<file path="config.mk">
export PLATFORM = sky130hd
export DESIGN_NAME = axi_bridge_ip_tx_arb
export DESIGN_NICKNAME = d
export VERILOG_FILES = /design/src/rtl/axi_bridge_ip_tx_pkg.sv /design/src/rtl/axi_bridge_ip_tx_rr_pick.sv /design/src/rtl/axi_bridge_ip_tx_arb.sv
export SDC_FILE = /design/constraint.sdc
export NUM_CORES = 1
export LEC_CHECK = 0
export ABC_AREA = 1
export CORE_AREA = 2 2 133 103
export CTS_CLUSTER_DIAMETER = 80
export CTS_CLUSTER_SIZE = 12
export DETAILED_ROUTE_END_ITERATION = 7
export DIE_AREA = 0 0 135 105
export GPL_TIMING_DRIVEN = 0
export PLACE_DENSITY_LB_ADDON = 0.25
export SYNTH_ARGS = -nofsm -noshare
export SYNTH_HDL_FRONTEND = slang
export SYNTH_SLANG_ARGS = --single-unit
</file>
<file path="constraint.sdc">
create_clock -name clk_i -period 1.6 [get_ports clk_i]
set_input_delay 0.16 -clock clk_i [delete_from_list [all_inputs] [get_ports clk_i]]
set_output_delay 0.16 -clock clk_i [all_outputs]
set_load 0.01 [all_outputs]
</file>
<file path="src/rtl/axi_bridge_ip_tx_pkg.sv">
// Shared types for the AXI bridge TX path: arbiter FSM states and the cl_tx beat.
// Beat fields are sized for the widest supported interface; users take the low slices.
package axi_bridge_ip_tx_pkg;

  localparam int unsigned TX_DATA_W_MAX = 512;
  localparam int unsigned TX_USER_W_MAX = 64;

  typedef enum logic [0:0] {
    ST_IDLE   = 1'b0,
    ST_LOCKED = 1'b1
  } arb_state_e;

  typedef struct packed {
    logic [TX_DATA_W_MAX-1:0]   data;
    logic [TX_DATA_W_MAX/8-1:0] keep;
    logic [TX_USER_W_MAX-1:0]   user;
    logic                       sop;
    logic                       eop;
  } cl_beat_t;

endpackage

</file>
<file path="src/rtl/axi_bridge_ip_tx_rr_pick.sv">
// Round-robin selector: first requester after ptr_i (wrapping), as index and one-hot.
module axi_bridge_ip_tx_rr_pick #(
  parameter int unsigned N  = 2,
  parameter int unsigned IW = $clog2(N)
) (
  input  logic [N-1:0]  req_i,
  input  logic [IW-1:0] ptr_i,
  output logic [N-1:0]  gnt_oh_o,
  output logic [IW-1:0] gnt_idx_o,
  output logic          any_o
);

  int unsigned cand;

  // Scan farthest-to-nearest so the closest requester after ptr_i is left standing.
  always_comb begin
    cand      = 0;
    gnt_idx_o = '0;
    any_o     = 1'b0;
    for (int k = N; k >= 1; k--) begin
      cand = (32'(ptr_i) + k) % N;
      if (req_i[IW'(cand)]) begin
        gnt_idx_o = IW'(cand);
        any_o     = 1'b1;
      end
    end
    gnt_oh_o            = '0;
    gnt_oh_o[gnt_idx_o] = any_o;
  end

endmodule

</file>
<file path="src/rtl/axi_bridge_ip_tx_arb.sv">
// Packet-atomic round-robin arbiter of N_SRC serializer sources onto one registered
// cl_tx stream. Optional idle watchdog with packet abort: AXI_BRIDGE_IP_TX_ARB_WDOG_EN.
//
//   state     | meaning
//   ST_IDLE   | no packet open; pick a source round-robin each cycle a beat can load
//   ST_LOCKED | packet open on grant_q; only that source is served until its eop
module axi_bridge_ip_tx_arb
  import axi_bridge_ip_tx_pkg::*;
#(
  parameter int unsigned IF_W        = 64,
  parameter int unsigned TUSER_W     = 16,
  parameter int unsigned N_SRC       = 2,
  parameter int unsigned WDOG_CYCLES = 1024
) (
  input  logic                      clk_i,
  input  logic                      rst_ni,
  input  logic                      arb_enable_i,
  input  logic [N_SRC-1:0]          src_valid_i,
  input  logic [N_SRC*IF_W-1:0]     src_data_i,
  input  logic [N_SRC*IF_W/8-1:0]   src_keep_i,
  input  logic [N_SRC*TUSER_W-1:0]  src_user_i,
  input  logic [N_SRC-1:0]          src_sop_i,
  input  logic [N_SRC-1:0]          src_eop_i,
  output logic [N_SRC-1:0]          src_ready_o,
  output logic [IF_W-1:0]           cl_tx_data_o,
  output logic [IF_W/8-1:0]         cl_tx_keep_o,
  output logic [TUSER_W-1:0]        cl_tx_user_o,
  output logic                      cl_tx_valid_o,
  output logic                      cl_tx_sop_o,
  output logic                      cl_tx_eop_o,
  input  logic                      cl_tx_ready_i,
  output logic [$clog2(N_SRC)-1:0]  grant_o,
  output logic                      pkt_done_pulse_o,
  output logic                      ev_wdog_abort_pulse_o
);

  localparam int unsigned IW = $clog2(N_SRC);
  localparam int unsigned KW = IF_W / 8;

  arb_state_e       state_q, state_d;
  logic [IW-1:0]    rr_ptr_q, rr_ptr_d;
  logic [IW-1:0]    grant_q, grant_d;
  cl_beat_t         beat_q, beat_d;
  logic             out_valid_q, out_valid_d;
  logic             pkt_done_q, pkt_done_d;
  logic             wdog_ev_q, wdog_ev_d;

  logic             load_ok;
  logic             abort;
  logic [N_SRC-1:0] req;
  logic [N_SRC-1:0] pick_oh;
  logic [IW-1:0]    pick_idx;
  logic             pick_any;
  logic [IW-1:0]    sel_idx;
  logic             sel_ok;
  logic             unused_bits;

  // Gated by rst_ni so no source sees an accept while reset is held.
  assign load_ok = (!out_valid_q || cl_tx_ready_i) && rst_ni;

`ifdef AXI_BRIDGE_IP_TX_ARB_WDOG_EN
  localparam int unsigned CW = $clog2(WDOG_CYCLES + 1);

  logic [CW-1:0]    wdog_q, wdog_d;
  logic [N_SRC-1:0] drop_q, drop_d, drop_act;

  // An aborted source sheds its stale tail until it presents a fresh sop.
  assign drop_act = drop_q & src_valid_i & ~src_sop_i;
  assign req      = src_valid_i & ~drop_act & {N_SRC{arb_enable_i}};
  assign abort    = (state_q == ST_LOCKED) && (wdog_q == CW'(WDOG_CYCLES)) && load_ok;

  always_comb begin
    drop_d = drop_q & ~(src_valid_i & src_sop_i);
    if (abort) drop_d[grant_q] = 1'b1;
    wdog_d = wdog_q;
    if (state_q != ST_LOCKED || abort) begin
      wdog_d = '0;
    end else if (src_valid_i[grant_q]) begin
      if (load_ok) wdog_d = '0;
    end else if (wdog_q != CW'(WDOG_CYCLES)) begin
      wdog_d = wdog_q + 1'b1;
    end
  end

  always_ff @(posedge clk_i or negedge rst_ni) begin
    if (!rst_ni) begin
      wdog_q <= '0;
      drop_q <= '0;
    end else begin
      wdog_q <= wdog_d;
      drop_q <= drop_d;
    end
  end
`else
  assign req   = src_valid_i & {N_SRC{arb_enable_i}};
  assign abort = 1'b0;
`endif

  axi_bridge_ip_tx_rr_pick #(
    .N  (N_SRC),
    .IW (IW)
  ) u_rr_pick (
    .req_i     (req),
    .ptr_i     (rr_ptr_q),
    .gnt_oh_o  (pick_oh),
    .gnt_idx_o (pick_idx),
    .any_o     (pick_any)
  );

  always_comb begin
    state_d     = state_q;
    rr_ptr_d    = rr_ptr_q;
    grant_d     = grant_q;
    beat_d      = beat_q;
    out_valid_d = out_valid_q;
    pkt_done_d  = 1'b0;
    wdog_ev_d   = 1'b0;
    src_ready_o = '0;

    if (state_q == ST_IDLE) begin
      sel_idx = pick_idx;
      sel_ok  = pick_any;
    end else begin
      sel_idx = grant_q;
      sel_ok  = src_valid_i[grant_q];
    end

    if (load_ok) begin
      out_valid_d = 1'b0;
      if (abort) begin
        beat_d      = '0;
        beat_d.eop  = 1'b1;
        out_valid_d = 1'b1;
        wdog_ev_d   = 1'b1;
        rr_ptr_d    = grant_q;
        state_d     = ST_IDLE;
      end else if (sel_ok) begin
        src_ready_o[sel_idx]       = 1'b1;
        beat_d                     = '0;
        beat_d.data[IF_W-1:0]      = src_data_i[32'(sel_idx)*IF_W +: IF_W];
        beat_d.keep[KW-1:0]        = src_keep_i[32'(sel_idx)*KW +: KW];
        beat_d.user[TUSER_W-1:0]   = src_user_i[32'(sel_idx)*TUSER_W +: TUSER_W];
        beat_d.sop                 = src_sop_i[sel_idx];
        beat_d.eop                 = src_eop_i[sel_idx];
        out_valid_d                = 1'b1;
        grant_d                    = sel_idx;
        if (src_eop_i[sel_idx]) begin
          rr_ptr_d   = sel_idx;
          pkt_done_d = 1'b1;
          state_d    = ST_IDLE;
        end else begin
          state_d    = ST_LOCKED;
        end
      end
    end

`ifdef AXI_BRIDGE_IP_TX_ARB_WDOG_EN
    src_ready_o = src_ready_o | drop_act;
`endif
  end

  always_ff @(posedge clk_i or negedge rst_ni) begin
    if (!rst_ni) begin
      state_q     <= ST_IDLE;
      rr_ptr_q    <= IW'(N_SRC - 1);
      grant_q     <= '0;
      beat_q      <= '0;
      out_valid_q <= 1'b0;
      pkt_done_q  <= 1'b0;
      wdog_ev_q   <= 1'b0;
    end else begin
      state_q     <= state_d;
      rr_ptr_q    <= rr_ptr_d;
      grant_q     <= grant_d;
      beat_q      <= beat_d;
      out_valid_q <= out_valid_d;
      pkt_done_q  <= pkt_done_d;
      wdog_ev_q   <= wdog_ev_d;
    end
  end

  assign cl_tx_data_o          = beat_q.data[IF_W-1:0];
  assign cl_tx_keep_o          = beat_q.keep[KW-1:0];
  assign cl_tx_user_o          = beat_q.user[TUSER_W-1:0];
  assign cl_tx_sop_o           = beat_q.sop;
  assign cl_tx_eop_o           = beat_q.eop;
  assign cl_tx_valid_o         = out_valid_q;
  assign grant_o               = grant_q;
  assign pkt_done_pulse_o      = pkt_done_q;
  assign ev_wdog_abort_pulse_o = wdog_ev_q;

  // Beat register is sized for the widest interface; the slack above IF_W/TUSER_W stays zero.
  assign unused_bits = ^{beat_q.data >> IF_W, beat_q.keep >> KW, beat_q.user >> TUSER_W,
                         pick_oh, WDOG_CYCLES == 0};

endmodule

</file>
Word-level counts from Yosys, hierarchy flattened

Cells that the tools add are included.

Flip-flop bits (word level): 95
Word-level logic and storage cells: 52

$add $sub $neg: 2
Magnitude comparators: 5
Shift operators: 3
Mux-type cells: 25
Bitwise logic cells: 1
Reductions and logical operators: 6

Operators by type and width:

| cell                | number |
|---|---|
| $shiftx 128x8->64   | 1 |
| $shiftx 32x6->16    | 1 |
| $mux 1              | 22 |
| $shiftx 16x5->8     | 1 |
| $lt 1x2->1 const B  | 4 |
| $mux 2              | 2 |
| $reduce_and 3->1    | 1 |
| $add 1x1->1 const B | 2 |
| $and 2x2->2         | 1 |
| $logic_and 1x1->1   | 2 |
| $reduce_and 2->1    | 1 |
| $demux 1 s1         | 1 |
| $ge 1x1->1 const B  | 1 |
| $logic_not 1->1     | 1 |
| $logic_or 1x1->1    | 1 |

Longest topological paths before layout

Word-level depth: 12
Depth in mapped cells: 10
Gate-level depth less buffers: 8

Hierarchy

From an unflattened synthesis, not the netlist that was laid out.

Cells, all modules: 721
Area total of the unflattened synthesis: 4803.4 um2

Modules (own cells, without submodules):

| module                   | instances | cells an instance | area an instance (um2) | sequential area each (um2) |
|---|---|---|---|---|
| axi_bridge_ip_tx_arb     | 1         | 714               | 4773.3                 | 2378.5 |
| axi_bridge_ip_tx_rr_pick | 1         | 7                 | 30.0                   | 0.0 |

Least setup slack after synthesis

Ideal clock, no wire load.

Path type: register -> output
Start: register grant_q, in the netlist grant_o
End: output src_ready_o[0]
Arrival: 1.292 ns
Data required time: 1.440 ns
Slack: 0.148 ns
Cell stages (with the launch flop): 8
Cells stage by stage: dfrtp_1 -> nand3b_1 -> nand3_1 -> nor2_2 -> inv_2 -> buf_4 -> buf_2 -> nor2_1

Longest elaborated chain between the ends: 7
Elaborated cells on any way between the ends: 11

Ends and longest elaborated chain:

| what                                                           | line                        | text |
|---|---|---|
| from (decl)                                                    | axi_bridge_ip_tx_arb.sv:42  | `logic [IW-1:0] grant_q, grant_d;` |
| from (signal assigned)                                         | axi_bridge_ip_tx_arb.sv:174 | `grant_q <= grant_d;` |
| $mux 1                                                         | axi_bridge_ip_tx_arb.sv:120 | `if (state_q == ST_IDLE) begin` |
| $lt 1x2->1 (not written as such) or $ge 1x1->1 (tied branches) | axi_bridge_ip_tx_arb.sv:138 | `src_ready_o[sel_idx] = 1'b1;` |
| $logic_and 1x1->1 (not written as such)                        | axi_bridge_ip_tx_arb.sv:138 |  |
| $mux 1 (not written as such)                                   | axi_bridge_ip_tx_arb.sv:138 |  |
| $demux 1 s1                                                    | axi_bridge_ip_tx_arb.sv:138 |  |
| $mux 2 (*)                                                     | axi_bridge_ip_tx_arb.sv:137 | `end else if (sel_ok) begin` |
| $mux 2 (*)                                                     | axi_bridge_ip_tx_arb.sv:128 | `if (load_ok) begin` |
| to (decl)                                                      | axi_bridge_ip_tx_arb.sv:24  | `output logic [N_SRC-1:0] src_ready_o,` |

Every way passes the cells marked *; elsewhere a longest branch is shown, timed or not. The select of a mux whose other input is x is not followed.

Worst setup path in the final report

Start: register grant_q, in the netlist grant_o
End: output src_ready_o[1]

Same word-level chain as after synthesis.

==> run_results.csv <==
group,metric,value,unit
finish,final_common_cell,"nand2_1",
status,status,"finished with violations",
die,start_util,38.4,%
finish,fin_cells,1206,
pwr,ir_drop,0.816,mV
critical_path,cp_max_fo,5,
global_routing,globalRouteOverflowTotal,0,
global_routing,grt_use_total,23.6,%
route,postRouteAntennaNets,0,
critical_path,cp.required,1440,ps
sta,setup_ws,-165,ps
sta,period_share,110,%
clocking,clk_path_buf_depth,2,
route,drc,0,
finish,most-common-layout-cells,"nand2_1, clkdlybuf4s50_1, dfrtp_1",
die,placementRows,36,
route,routedWlPerCell,14.8,µm
critical_path,startpoint_type,"flip-flop",
run,maxCapViolCount,0,
sta,finalMaxSlewViolations,0,
synthesis,syn-num-nets,902,
sta,clock_skew,7.98,ps
sta,final-setup-viol-count,66,
pwr,powerDensity,1670,nW/µm²
global_routing,antenna_found_initial,1,
die,die_y,105,µm
global_routing,grt_pass1_vias,5305,
synthesis,synth_area,4910,µm²
critical_path,crit_type,"flip-flop to output pin",
critical_path,critPathMostFrequentCell,"buf_6",
finish,antenna_cells,0,
synthesis,ys.warnings.count,0,
placed_design,post_dp_cell_area,7950,µm²
finish,nets,1216,
critical_path,r2r-end,"cl_tx_data_o[28]",
die,die_x,135,µm
synthesis,synthDistinctLibCells,18,
critical_path,cp_top_family,"flip-flops",
global_routing,grt_pass1_wl,26.6,mm
sta,setup_tns,-5940,ps
critical_path,critPathBufInv,4,
synthesis,syn_area_per_cell,6.86,µm²
pwr,leakagePower,4.51,nW
synthesis,ys_seq_elements,95,
critical_path,rr_worst_depth,11,
route,first_iter_violations,278,
sta,hold_viol,50,
clocking,cts_buffers,9,
sta,rsz0062_at_grt,"yes",
critical_path,end_kind,"output pin",
finish,fillers,1097,
placed_design,gp_congestion,0.812,
route,drtPass1Iterations,4,
critical_path,r2r-start,"grant_o",
critical_path,crit_arrival,1610,ps
die,dieArea,14200,µm²
hold_path,hp-class,"primary input to asynchronous set/reset pin",
clocking,tritoncts,"yes",
clocking,path_clk_slew,70,ps
route,drt_wl_total,17.9,mm
critical_path,slowest_stage,"dfrtp_2",
route,via_count,5680,
placed_design,hpwl,12.7,mm
sta,whs,-267,ps
critical_path,reg2reg_slack,-150,ps
critical_path,critPathMaxStageDelay,450,ps
die,coreArea,12800,µm²
clocking,clk_latency,340,ps
synthesis,netlist_instances,716,
status,violations,"negative hold slack, negative setup slack",
global_routing,grt_start_max_net_pins,54,
clocking,cts.sinks,95,
clocking,htreeDepth,3,
finish,syn2layout_area_growth,83.5,%
route,vias_per_cell,4.71,
finish,drive_gt1_share,14.2,%
finish,final_core_util,70.4,%
critical_path,path_cells,"nor2_1, nand2_1, nand3_4, nor2_4, buf_4, buf_6, nand2_4, inv_2, buf_6",
sta,finalCriticalPeriod,1770,ps
finish,fin_area,9010,µm²
placed_design,port_buffers,280,
die,ios,282,
sta,max_freq,566,MHz
synthesis,synth_seq_area_share,48.4,%
clocking,root_buffer,"clkbuf_16",
placed_design,place_inst,1168,
placed_design,preCtsSetupSlack,-971,ps
[where the power goes]
part	internal (mW)	switching, mW	leakage, nW
sequential	3.54	0.645	1.18
clock	1.22	0.942	0.143
combinational	4.47	4.27	3.19
total	9.24	5.86	4.51
[layer usage]
layer	GRT usage, %	part of all wire, %
met1	29.9	43
met2	39.6	48
met3	7.67	8.2
met4	4.91	1.2
met5	0	0.073
[synthesized netlist by cell type (all sizes together)]
library cell,count,area share (%)
buf,34,4.0
clkbuf,15,1.1
conb,1,0.076
dfrtp,94,48
dfstp,1,0.54
inv,6,0.46
nand2,458,35
nand3,94,9.6
nand3b,1,0.15
nor2,8,0.66
o21ai,4,0.41
[worst reg2reg max path: stages, from the launching register on]
cell	delay, ps
dfrtp_2	450
nor2_1	120
nand2_1	100
nand3_4	100
nor2_4	40
buf_4	140
buf_6	120
buf_12	130
clkbuf_16	170
clkbuf_16	160
nand2_1	70
nand2_1	50
[cell families (layout without fill, tap and decap cells)]
| group | Yosys count | in the layout | share of synthesized area (%) |
|---|---|---|---|
| buf+inv | 55 | 374 | 5.58 |
| flops | 95 | 95 | 48.4 |
| compound gates | 4 | 4 | 0.407 |
| simple gates | 561 | 561 | 45.5 |
| other cells | 1 | 1 | 0.0764 |
[area by class of cell]
cell class	count	area [µm²]	share of cell area, %
multi-input cells	566	2460	27.3
clock buffers	10	229	2.54
plain buffers	47	397	4.40
repair buffers	305	3240	35.9
clock inverters	6	68.8	0.764
inverters	6	22.5	0.250
well taps	171	214	2.37
flip-flops and latches	95	2380	26.4
[worst max path at each step]
stage               startpoint        endpoint  cells after the start
finish                 grant_o  src_ready_o[1]                      9
global route           state_q  src_ready_o[0]                      8
CTS                    state_q  src_ready_o[0]                      8
detailed placement      rst_ni  src_ready_o[0]                      8
global placement        rst_ni  src_ready_o[0]                      8
floorplan              grant_o  src_ready_o[0]                      7
[state kept, by name, indices dropped and copies added (netlist names)]
name and count:
rr_ptr_q 1, cl_tx_sop_o 1, cl_tx_eop_o 1, cl_tx_user_o 16, state_q 1, cl_tx_data_o 64
cl_tx_keep_o 8, pkt_done_pulse_o 1, grant_o 1, cl_tx_valid_o 1
[repair_timing]
action                                  4_1_cts  5_1_grt
setup buffers                                10        5
hold endpoints to repair                     50       50
resized for setup                            52       97
pin swaps                                     4       16
cloned                                        0       10
endpoints found under the setup margin       96       90
[metrics by stage]
stage | hold WS, ps | power (mW)
2_1_floorplan | -136 | 7.74
3_3_place_gp | 453 | 11.4
3_5_place_dp | 251 | 11.6
4_1_cts | -216 | 14.1
5_1_grt | -249 | 16.2
6_report | -267 | 15.1
(Power assumes the default switching activity.)
